===== src/rtl/sha256_msg_padder.sv =====
// SHA-256 message padder: packs a byte stream into 512-bit blocks,
// appends 0x80, zero fill and the 64-bit big-endian bit length.
module sha256_msg_padder #(
    parameter int LEN_W = 64
) (
    input  logic         clock,
    input  logic         reset,
    input  logic         in_valid,
    input  logic [7:0]   in_data,
    input  logic         in_last,
    output logic         in_ready,
    output logic         blk_start,
    output logic [511:0] blk_data,
    output logic         blk_first,
    output logic         blk_final,
    input  logic         blk_finish,
    output logic         msg_done
);

    typedef enum logic [2:0] {
        FILL,
        PAD,
        LEN,
        ISSUE,
        WAIT
    } state_t;

    state_t             state;
    logic [511:0]       buffer;
    logic [5:0]         idx;
    logic [LEN_W-1:0]   bitlen;
    logic               first;
    logic               is_final;
    logic               pad_pending;
    logic               len_pending;
    logic [63:0]        len64;
    logic [8:0]         pos;

    // Bit length zero-extended into the trailing length field.
    assign len64    = 64'(bitlen);
    // Byte idx lives at bit (63-idx)*8; 63-idx is ~idx for 6 bits.
    assign pos      = {~idx, 3'b000};
    // Only accept bytes while filling; forced low while in reset.
    assign in_ready = reset && (state == FILL);
    assign blk_data = buffer;

    // Block assembly FSM with registered block-interface outputs.
    always_ff @(posedge clock or negedge reset) begin
        if (!reset) begin
            state       <= FILL;
            buffer      <= '0;
            idx         <= '0;
            bitlen      <= '0;
            first       <= 1'b1;
            is_final    <= 1'b0;
            pad_pending <= 1'b0;
            len_pending <= 1'b0;
            blk_start   <= 1'b0;
            blk_first   <= 1'b0;
            blk_final   <= 1'b0;
            msg_done    <= 1'b0;
        end else begin
            blk_start <= 1'b0;
            msg_done  <= 1'b0;
            unique case (state)
                FILL: begin
                    if (in_valid) begin
                        buffer[pos +: 8] <= in_data;
                        bitlen <= bitlen + LEN_W'(8);
                        if (idx == 6'd63) begin
                            state     <= ISSUE;
                            blk_start <= 1'b1;
                            blk_first <= first;
                            blk_final <= 1'b0;
                            is_final  <= 1'b0;
                            if (in_last) begin
                                pad_pending <= 1'b1;
                            end
                        end else begin
                            idx <= idx + 6'd1;
                            if (in_last) begin
                                state <= PAD;
                            end
                        end
                    end
                end
                PAD: begin
                    buffer[pos +: 8] <= 8'h80;
                    if (idx <= 6'd55) begin
                        buffer[63:0] <= len64;
                        is_final     <= 1'b1;
                        blk_final    <= 1'b1;
                    end else begin
                        len_pending <= 1'b1;
                        is_final    <= 1'b0;
                        blk_final   <= 1'b0;
                    end
                    blk_start <= 1'b1;
                    blk_first <= first;
                    state     <= ISSUE;
                end
                LEN: begin
                    buffer[63:0] <= len64;
                    is_final     <= 1'b1;
                    blk_final    <= 1'b1;
                    blk_first    <= first;
                    blk_start    <= 1'b1;
                    state        <= ISSUE;
                end
                ISSUE: begin
                    state <= WAIT;
                end
                WAIT: begin
                    if (blk_finish) begin
                        buffer    <= '0;
                        blk_first <= 1'b0;
                        blk_final <= 1'b0;
                        first     <= 1'b0;
                        if (is_final) begin
                            msg_done    <= 1'b1;
                            bitlen      <= '0;
                            idx         <= '0;
                            first       <= 1'b1;
                            is_final    <= 1'b0;
                            pad_pending <= 1'b0;
                            len_pending <= 1'b0;
                            state       <= FILL;
                        end else if (pad_pending) begin
                            idx         <= '0;
                            pad_pending <= 1'b0;
                            state       <= PAD;
                        end else if (len_pending) begin
                            len_pending <= 1'b0;
                            state       <= LEN;
                        end else begin
                            idx   <= '0;
                            state <= FILL;
                        end
                    end
                end
                default: begin
                    state <= FILL;
                end
            endcase
        end
    end

endmodule


===== config.mk =====
export PLATFORM = sky130hd
export DESIGN_NAME = sha256_msg_padder
export DESIGN_NICKNAME = d
export VERILOG_FILES = /design/src/rtl/sha256_msg_padder.sv
export SDC_FILE = /design/constraint.sdc
export NUM_CORES = 1
export LEC_CHECK = 0
export ABC_AREA = 1
export CORE_ASPECT_RATIO = 0.5
export CORE_MARGIN = 10
export CORE_UTILIZATION = 45
export DETAILED_ROUTE_END_ITERATION = 6
export PLACE_DENSITY = 0.7
export SYNTH_ARGS = -nofsm -noshare
export SYNTH_HDL_FRONTEND = slang
export SYNTH_SLANG_ARGS = --single-unit

===== constraint.sdc =====
create_clock -name clock -period 5.4 [get_ports clock]
set_input_delay 0.54 -clock clock [delete_from_list [all_inputs] [get_ports clock]]
set_output_delay 0.54 -clock clock [all_outputs]
set_load 0.02 [all_outputs]

==> flow_summary.ini <==
[outcome]
status = finished clean

[cts]
path_clk_slew_ns = 0.08
cts_max_level = 2
clock-sinks = 589
cts_buffer_depth = 3
clockRootBuffer = clkbuf_16
numCtsBuffers = 54
tritoncts = done
clkLatencyLatePin_ns = 0.62

[setup_path]
worst-r2r-cell-count = 12
end_kind = flip-flop
cp_max_fo = 25
start_kind = flip-flop
worstPathArrival_ns = 4.16
r2r_setup_slack_ns = 1.75
crit_type = flip-flop to flip-flop
required_ns = 5.90

[min_path]
hp-class = input port to async pin

[synthesis]
ys_ff_latch = 589
yosysSeqAreaShare_pct = 50.5
synth_top_area_share_pct = 50.4
synth_cells = 3969
synth_nets = 3984
netlist_area_sq_um = 29200
syn_area_per_cell_sq_um = 7.35
yosys_warnings = 0
yosysUniqueCellTypes = 43
synth_top_area_cell = dfrtp_1
synth.top_cells.by_area = dfrtp_1 50%, nand2_1 21%, nand3_1 5.6%

[pwr]
leakagePower_nw = 18.3
cellInternalPower_mw = 10.0
clkPwrFrac_pct = 23.1
vdd_ir_drop_max_mv = 0.433
swShare_pct = 47.3
seq_power_share_pct = 30.6
switching_power_mw = 8.98
cellPowerDensity_nw_per_um2 = 509
p_comb_share_pct = 46.2

[sta]
slew_violations = 0
max_clock_freq_mhz = 274
setup_tns_ns = 0
finalSetupViolCount = 0
relSlewSlack_pct = 20.0
tightest_slew_ns = 1.20
fin_skew_ns = 0.0161
rsz0062_at_grt = no
fin_crit_sh_pct = 67.7
hold_viol = 0
setup_ws_ns = 1.75
min_period_ns = 3.65

[finish]
fillers = 5909
area_growth_pct = 27.8
final_util_pct = 58.6
drive_gt1_share_pct = 5.36
nets = 4451

[global_routing]
gr-usage-all-layers_pct = 29.7
grt_start_max_net_pins = 177
antenna_found_initial = 4
grt_pass1_vias = 28209
grt-ovfl-total = 0
grt_pass1_wl_um = 177000

[routing]
ant_nets = 0
drtIter0Drc = 3462
route.detailed.drc = 0
wl_um = 119000
wire_per_inst_um = 22.2
via_count = 29786
first_pass_iters = 6
avgViaCountPerCell = 5.56

[flow_run]
drv_cap = 0

[die]
io_pins = 530
core_sq_um = 63600
fp.dieH_um = 200
die_area_sq_um = 76000
start_util_pct = 45.9
die_w_um = 380
floorplan.rows = 65

[placement]
portBuffers = 529
gp_congestion = 0.995
place_hpwl_um = 84800
pre_cts_slack_ns = 1.85
path summary, 6_finish.rpt:
kind / endpoint / start
min in group clock: blk_data[150] / blk_data[150]
worst min-delay path: blk_data[25] / reset
worst max register to register: blk_data[280] / idx[0]
worst max-delay path: blk_data[280] / idx[0]
max in group asynchronous: blk_data[201] / reset
worst min register to register: blk_data[150] / blk_data[150]
power groups by stage:
stage | clock (mW) | combinational (mW) | sequential [mW]
2_1_floorplan | 0 | 4.40 | 6.45
3_3_place_gp | 0 | 8.54 | 5.87
3_5_place_dp | 0 | 8.66 | 5.88
4_1_cts | 4.41 | 8.69 | 5.81
5_1_grt | 4.60 | 9.48 | 5.89
6_report | 4.39 | 8.79 | 5.82
cell type report:
cell class,instances,area [sq um],share of cell area [%]
clock inverters,28,410,1.10
well taps,871,1090,2.92
repair buffers,565,5600,15.0
multi-input cells,2980,12900,34.7
diodes,2,5.00,0.0134
flip-flops and latches,589,14700,39.5
clock buffers,72,1580,4.24
inverters,246,926,2.48
worst max-delay path: stages (launching register included):
cell	delay (ns)
dfrtp_1	0.48
ha_1	0.26
nand2_2	0.10
o21ai_1	0.15
nand2_2	0.25
inv_2	0.45
nand2_1	0.39
nor2_1	0.63
nand2_1	0.10
nand2_1	0.24
o21ai_1	0.25
nand2_1	0.14
nand2_1	0.06
registers in the layout, summed over array words and instances (netlist names), 3 cells and up:
name and flops:
state 3, bitlen 61, idx 6, blk_data 512
cell families after synthesis:
kind of cell / count (synthesis) / share of synthesized area (%)
AOI/OAI and AO/OA: 482 / 8.89
xor gates and xnor gates: 5 / 0.150
and+or+nand+nor: 2491 / 34.9
buffers and inverters: 400 / 5.47
adders and majority gates: 2 / 0.0857
DFF: 589 / 50.5
cell usage in the layout (no fill, tap or decap), drive strengths merged:
cell,Yosys,routed
a21boi,3,3
a21oi,81,81
a22oi,1,1
a2bb2oi,3,3
a31oi,19,19
a41oi,1,1
buf,59,36
bufinv,0,10
clkbuf,95,72
clkdlybuf4s50,0,528
clkinv,2,17
clkinvlp,0,1
dfrtp,588,588
dfstp,1,1
diode,0,2
dlygate4sd3,0,1
ha,2,2
inv,244,246
nand2,1677,1677
nand3,336,336
nand4,74,74
nor2,356,356
nor3,38,38
o211ai,1,1
o21a,8,8
o21ai,342,342
o21ba,1,1
o21bai,10,10
o22ai,4,4
o31ai,7,7
o32a,1,1
or2,10,10
xor2,5,5
layer usage:
metal	vias up	global-route usage, %	share of wire (%)
li1	13657	-	-
met1	14595	37.5	40
met2	1270	50.8	49
met3	264	4.63	6.8
met4	0	13.2	5.0
met5	-	0	0
synthesized netlist by cell type:
library cell / n
nor3_4: 1
nor3_2: 1
buf_2: 40
nand4_1: 73
o21ba_2: 1
nor2_2: 17
a21oi_2: 4
nor2_4: 3
or2_2: 10
a21boi_1: 2
o21ai_0: 282
o21ai_1: 50
xor2_1: 5
nand2_2: 11
nand2_1: 1666
inv_1: 218
a21oi_1: 77
buf_6: 3
ha_1: 2
o21ai_2: 10
clkbuf_1: 95
dfrtp_1: 588
a22oi_1: 1
dfstp_2: 1
o21a_1: 8
buf_1: 10
a41oi_1: 1
clkinv_1: 2
a31oi_1: 19
nand3_2: 7
nand4_2: 1
a21boi_0: 1
o31ai_1: 7
a2bb2oi_1: 3
o21bai_1: 10
o22ai_1: 4
nor3_1: 36
inv_2: 26
buf_4: 6
nand3_1: 329
o211ai_1: 1
o32a_1: 1
nor2_1: 336
what timing repair did:
action	in CTS	in global routing
hold buffers	1	0
buffers inserted	0	0
endpoints found under the hold margin	60	0
setup endpoints to repair	0	0
gates resized for setup	0	0
metrics by stage:
| step | power (mW) | instance area [sq um] | std cells | hold WS, ns |
|---|---|---|---|---|
| floorplan | 10.8 | 29200 | 3969 | 0.244 |
| detailed placement | 14.5 | 35300 | 5250 | 0.461 |
| CTS | 18.9 | 37300 | 5351 | 0.469 |
| global route | 20.0 | 37300 | 5353 | 0.493 |
| finish | 19.0 | 37300 | 5353 | 0.442 |
| global placement | 14.4 | 35300 | 5250 | 0.453 |
Power figures use the tool's default switching activity.
